===== src/rtl/fixed_point_acc.sv =====
// fixed_point_acc: streaming sign-magnitude accumulator.
// Sums a framed stream of sign-magnitude terms (MSB = sign) and emits one
// registered result per frame together with a sticky overflow flag and a
// saturating beat count. Sits after the multiplier array as the per-neuron
// dot-product reducer.
module fixed_point_acc #(
  parameter int WIDTH    = 16,
  parameter bit SATURATE = 1'b1,
  parameter int CNT_W    = 10
) (
  input  logic             clk,
  input  logic             rst_n,
  input  logic             in_valid,
  output logic             in_ready,
  input  logic [WIDTH-1:0] in_data,
  input  logic             in_last,
  output logic             out_valid,
  input  logic             out_ready,
  output logic [WIDTH-1:0] out_data,
  output logic             out_sat,
  output logic [CNT_W-1:0] out_count
);

  localparam int MW = WIDTH - 1;
  localparam logic [MW-1:0]    MAG_MAX = '1;
  localparam logic [CNT_W-1:0] CNT_MAX = '1;
  localparam logic [CNT_W-1:0] CNT_ONE = CNT_W'(1);

  typedef enum logic [1:0] {
    IDLE = 2'd0,
    ACC  = 2'd1,
    HOLD = 2'd2
  } state_t;

  state_t           state;
  logic             acc_sign;
  logic [MW-1:0]    acc_mag;
  logic             sat_flag;
  logic [CNT_W-1:0] count;

  logic             accept;
  logic             in_sign;
  logic [MW-1:0]    in_mag;
  logic [MW:0]      mag_sum;
  logic             raw_sign;
  logic [MW-1:0]    raw_mag;
  logic             sum_sign;
  logic [MW-1:0]    sum_mag;
  logic             sum_ovf;
  logic [CNT_W-1:0] count_next;

  // No terms are taken while a finished result is waiting downstream.
  assign in_ready = (state != HOLD);
  assign accept   = in_valid && in_ready;

  // A zero magnitude is always carried as +0, so 8000h behaves as 0000h.
  assign in_mag  = in_data[MW-1:0];
  assign in_sign = in_data[MW] && (in_mag != '0);

  // The beat counter sticks at its maximum instead of wrapping.
  assign count_next = (count == CNT_MAX) ? count : count + CNT_ONE;

  // Sign-magnitude add of the incoming term onto the running accumulator.
  always_comb begin
    mag_sum  = {1'b0, acc_mag} + {1'b0, in_mag};
    raw_sign = acc_sign;
    raw_mag  = mag_sum[MW-1:0];
    sum_ovf  = 1'b0;
    if (acc_sign == in_sign) begin
      if (mag_sum[MW]) begin
        sum_ovf = 1'b1;
        raw_mag = SATURATE ? MAG_MAX : mag_sum[MW-1:0];
      end
    end else if (acc_mag >= in_mag) begin
      raw_mag = acc_mag - in_mag;
    end else begin
      raw_sign = in_sign;
      raw_mag  = in_mag - acc_mag;
    end
    sum_mag  = raw_mag;
    sum_sign = raw_sign && (raw_mag != '0);
  end

  // Frame FSM: first beat loads, later beats accumulate, HOLD presents the result.
  always_ff @(posedge clk or negedge rst_n) begin
    if (!rst_n) begin
      state     <= IDLE;
      acc_sign  <= 1'b0;
      acc_mag   <= '0;
      sat_flag  <= 1'b0;
      count     <= '0;
      out_valid <= 1'b0;
      out_data  <= '0;
      out_sat   <= 1'b0;
      out_count <= '0;
    end else begin
      case (state)
        IDLE: begin
          if (accept) begin
            acc_sign <= in_sign;
            acc_mag  <= in_mag;
            count    <= CNT_ONE;
            sat_flag <= 1'b0;
            if (in_last) begin
              out_data  <= {in_sign, in_mag};
              out_sat   <= 1'b0;
              out_count <= CNT_ONE;
              out_valid <= 1'b1;
              state     <= HOLD;
            end else begin
              state <= ACC;
            end
          end
        end
        ACC: begin
          if (accept) begin
            acc_sign <= sum_sign;
            acc_mag  <= sum_mag;
            count    <= count_next;
            sat_flag <= sat_flag | sum_ovf;
            if (in_last) begin
              out_data  <= {sum_sign, sum_mag};
              out_sat   <= sat_flag | sum_ovf;
              out_count <= count_next;
              out_valid <= 1'b1;
              state     <= HOLD;
            end
          end
        end
        HOLD: begin
          if (out_ready) begin
            out_valid <= 1'b0;
            state     <= IDLE;
          end
        end
        default: begin
          out_valid <= 1'b0;
          state     <= IDLE;
        end
      endcase
    end
  end

endmodule

===== config.mk =====
export PLATFORM = sky130hd
export DESIGN_NAME = fixed_point_acc
export DESIGN_NICKNAME = d
export VERILOG_FILES = /design/src/rtl/fixed_point_acc.sv
export SDC_FILE = /design/constraint.sdc
export NUM_CORES = 1
export LEC_CHECK = 0
export CORE_MARGIN = 2
export CORE_UTILIZATION = 53
export CTS_CLUSTER_DIAMETER = 100
export DETAILED_ROUTE_END_ITERATION = 10
export GPL_TIMING_DRIVEN = 0
export PLACE_DENSITY = 0.72
export SLEW_MARGIN = 20
export SYNTH_ARGS = -nofsm -noshare
export SYNTH_HDL_FRONTEND = slang
export SYNTH_SLANG_ARGS = --single-unit

===== constraint.sdc =====
create_clock -name clk -period 6.7 [get_ports clk]
set_input_delay 1.34 -clock clk [delete_from_list [all_inputs] [get_ports clk]]
set_output_delay 1.34 -clock clk [all_outputs]
set_load 0.01 [all_outputs]

==> metrics.sh <==
SYN-INSTANCE-COUNT=651
TIMING.CRITICAL_PATH.FANOUT_MAX=10
CRITPATHARRIVALTIME_PS=5810
TOTAL_DIE_AREA_MM2=0.01039
DOMINANTREGCELLSYNTH='dfrtp_1'
HTREEDEPTH=3
FLOORPLAN.DIE.HEIGHT_UM=101.9
TOP_LEVEL_PORTS=50
POST_CTS.REPAIR.SETUP_BUFFERS=0
DRT-PASS1-ITER-COUNT=6
SYNTH_MUX_AREA_FRAC=0.02413
WORSTSKEWPAIRLATENCY_PS=340
CORE_AREA_MM2=0.009284
NETLIST-CELL-TYPE-COUNT=69
STATUS='completed'
GRT_MAX_DEGREE=58
POST_SYNTH_EDFFS=0
PATH_CELLS='clkdlybuf4s50_1 -> nor4_1 -> a41oi_1 -> xnor2_1 -> clkbuf_1 -> nand2_1 -> a32o_1 -> a2111oi_0 -> nand4b_1 -> a31oi_1 -> o32ai_1'
CTS_TREE='done'
BUFFER_PORTS.INSERTED=49
TIMING.MAX_SLEW.REL_SLACK=0.3574
ROOT_BUF_CELL='clkbuf_8'
CTSRESIZECOUNT=0
WORST_SETUP_SLACK_FOR_REGISTER_TO_REGISTER_PATHS_PS=2670
SKEW_PS=7.258
CRITICAL_PATH.REG2REG.ENDPOINT='acc_sign$_DFFE_PN0P_'
ASYNC_FLOP_SHARE=1.000
SYNTH-WARNING-COUNT=0
SETUP_VIOL=0
AREA_GROWTH_SYN_TO_LAYOUT_PCT=17.28
RSZ0062_AT_GRT='false'
CRITPATHREQUIREDTIME_PS=6900
GRT_USE_TOTAL=0.3237
FIRST_GLOBAL_VIAS=5098
CP-START-KIND='primary input'
CTS_INSERTED_BUFFERS=9
NUM_VIAS=5213
ROUTED_WIRE_LENGTH_PER_INSTANCE_UM=19.11
DRT_ITER0_DRC=449
POST_SYNTH_XOR_AREA_FRACTION=0.01896
CRIT_TYPE='in -> reg'
SYNTH_TOP_FAMILY_BY_AREA='compound AO/OA/AOI/OAI gates'
FINALCRITPERIODSHARE=0.8362
POWER.DENSITY_mW_PER_MM2=331.0
INITIAL_CORE_UTIL=0.5474
CTS.REPORTEDPATHS.CLKPINSLEW_PS=60
SYN_AREA_PER_CELL_UM2=7.807
SYNTH_ADDER_AREA_SHARE=0.1324
TIMING.FMAX_MHz=178.5
FILL_CELLS=854
FIN_CRIT_PS=5603
DRT_DRC_VIOLATIONS_LEFT=0
FIRST_PASS_GRT_WIRE_LENGTH_MM=26.01
DRV_CAP=0
FIN_TNS_SETUP_PS=0
DIODES=0
DETAIL-ROUTE-ANTENNA-NETS=0
WIRELENGTH_MM=16.15
SYNTH.CELL_AREA_MM2=0.005082
PLACE_CONGESTION=1.015
FINALMAXSLEWVIOLATIONS=0
PLACED_CELLS=829
WORSTHOLDPATHCELLS=2
TOTAL_LEAKAGE_POWER_nW=2.624
YS_FF_LATCH=57
FP.DIEW_UM=101.9
PLACE_HPWL_MM=12.65
MIN_PATH_TYPE='reg -> reg'
WORSTMARGINPINSLEW_PS=957.0
NUM-NETS-FINAL=784
SYNTH_SEQ_AREA_SHARE=0.2806
WORST_SETUP_PATH_END_KIND='flop'
TIMING_HOLD_VIOLATIONS_FINAL=0
REG2REGPATHDEPTH=12
CTS-HOLD-FIX-BUFFERS=0
FIN_CELLS=845
SYNTH-COMPOUND-AREA-SHARE=0.2824
FINAL_LAYOUT_SIZE_SUFFIX_GT1_FRAC=0.05726
SYNTHSIMPLEGATEAREAFRAC=0.2001
VIAS_PER_CELL=6.169
TIMING.CRITICAL_PATH.SLOWEST_CELL_DELAY_PS=890
WORSTHOLDSTART='out_count[7]$_DFFE_PN0P_'
OVERFLOW=0
GRT_ANTENNA_BEFORE_REPAIR=0
REG2REG_FROM='acc_mag[9]$_DFFE_PN0P_'
CRIT_PATH_TOP_DELAY_CELL='xnor2_1'
MAX-VDD-IR-DROP_V=0.0002507
MAX_ROOT_SINK_BUFFERS=2
NUMCLOCKSINKS=57
SYN-NUM-NETS=724
ROWS=35
HOLD_PATH_END='out_count[7]$_DFFE_PN0P_'
[cells in the final DEF (no fill, tap or decap), drive strengths merged, types with 3 or more instances in the layout]
cell type / instances
nand2: 81
a21oi: 67
o21ai: 67
dfrtp: 57
ha: 49
clkdlybuf4s50: 48
inv: 47
nor2: 45
clkbuf: 39
nand3: 14
nor3: 12
a21o: 11
nand2b: 10
nor2b: 10
nand4: 10
xnor2: 9
a211oi: 9
o31ai: 8
and3: 7
a22o: 7
mux2: 7
buf: 7
nor4: 6
o211ai: 6
o21a: 5
a31oi: 5
a2bb2oi: 5
mux2i: 4
a221o: 4
and2: 4
o21bai: 4
a2111oi: 4
nand3b: 3
or3: 3
fa: 3
[critical path, delay by kind of cell]
kind	cells	cell delay, ps
buffers and inverters	2	960
AND/OR/NAND/NOR	3	1100
XOR/XNOR	1	890
AO/OA/AOI/OAI	5	1490
[synthesized netlist by cell type, types with 3 or more instances]
master     number  share of area
a21o_1         11          0.016
mux2i_1         4         0.0079
inv_1          47          0.035
fa_1            3          0.012
mux2_2          6          0.013
nand3_1        14          0.014
a31oi_1         5         0.0062
nand2b_1       10          0.012
a21oi_1        67          0.066
nand2_1        80          0.059
ha_1           49           0.12
xnor2_1         9          0.016
nand4_1        10          0.012
a211oi_1        8          0.012
and3_1          7         0.0086
a2111oi_0       3         0.0052
o31ai_1         8          0.012
a2bb2oi_1       5         0.0086
nand3b_1        3         0.0044
nor4_1          6         0.0074
o211ai_1        5         0.0074
and2_1          4         0.0049
o21bai_1        4         0.0059
clkbuf_1       28          0.021
a221o_1         4         0.0079
or3_1           3         0.0037
nor2_1         43          0.032
buf_2           6         0.0059
nor2b_1        10          0.012
o21ai_0        65          0.064
dfrtp_1        57           0.28
o21a_1          5         0.0074
nor3_1         11          0.011
a22o_1          7          0.012
[layer usage]
layer  up-vias  share of wire  track usage
met5         -              0            0
met4         0          0.029       0.1087
met3        33          0.071      0.04993
met2       216           0.48       0.5526
met1      2508           0.42       0.4213
li1       2456              -            -
[cell type report]
cell class,instances,area (um^2),area share
inverters,47,176.4,0.02960
multi-input cells,513,3344,0.5611
well taps,129,161.4,0.02708
clock buffers,11,151.4,0.02540
repair buffers,49,488.0,0.08186
plain buffers,34,135.1,0.02267
flip-flops and latches,57,1426,0.2393
clock inverters,5,77.57,0.01301
[registers in the layout, indices dropped and copies added (netlist names)]
| register | count |
|---|---|
| sat_flag | 1 |
| out_sat | 1 |
| out_count | 10 |
| acc_mag | 15 |
| acc_sign | 1 |
| out_data | 16 |
| count | 10 |
| out_valid | 1 |
| state | 2 |
[power by group]
group	leakage [nW]	total [mW]	switching [mW]	internal, mW
sequential	0.727	0.483	0.0679	0.415
clock	0.115	0.366	0.138	0.228
combinational	1.78	1.12	0.692	0.432
[how the worst max path moves through the flow]
| stage | startpoint | end | cells after the start |
|---|---|---|---|
| 4_1_cts | in_data[13] | acc_sign$_DFFE_PN0P_ | 11 |
| 3_5_place_dp | in_data[13] | acc_sign$_DFFE_PN0P_ | 11 |
| 5_1_grt | in_data[13] | acc_sign$_DFFE_PN0P_ | 11 |
| 3_3_place_gp | in_data[13] | acc_sign$_DFFE_PN0P_ | 11 |
| 6_report | in_data[13] | acc_sign$_DFFE_PN0P_ | 11 |
| 2_1_floorplan | in_data[4] | acc_sign$_DFFE_PN0P_ | 14 |
[stage by stage]
step	total power [mW]	hold slack (ps)	cell area (um^2)	util	setup slack (ps)
after floorplan	1.207	478.0	5082	-	2396
after global placement	1.553	459.4	5734	0.6177	984.3
after detailed placement	1.574	470.4	5732	0.6174	933.4
after CTS	1.948	484.6	5961	0.6420	1297
after global routing	2.106	524.4	5961	0.6420	924.6
final	1.973	481.6	5961	0.6420	1097
[kinds of logic (layout without fill, tap and decap cells)]
group | count (synthesis) | count (layout)
AO/OA/AOI/OAI | 227 | 227
AND/OR/NAND/NOR | 212 | 212
buffers and inverters | 81 | 146
flip-flops | 57 | 57
adder cells (fa/ha/maj) | 52 | 52
XOR/XNOR | 11 | 11
multiplexers | 11 | 11
Power figures use the tool's default switching activity.
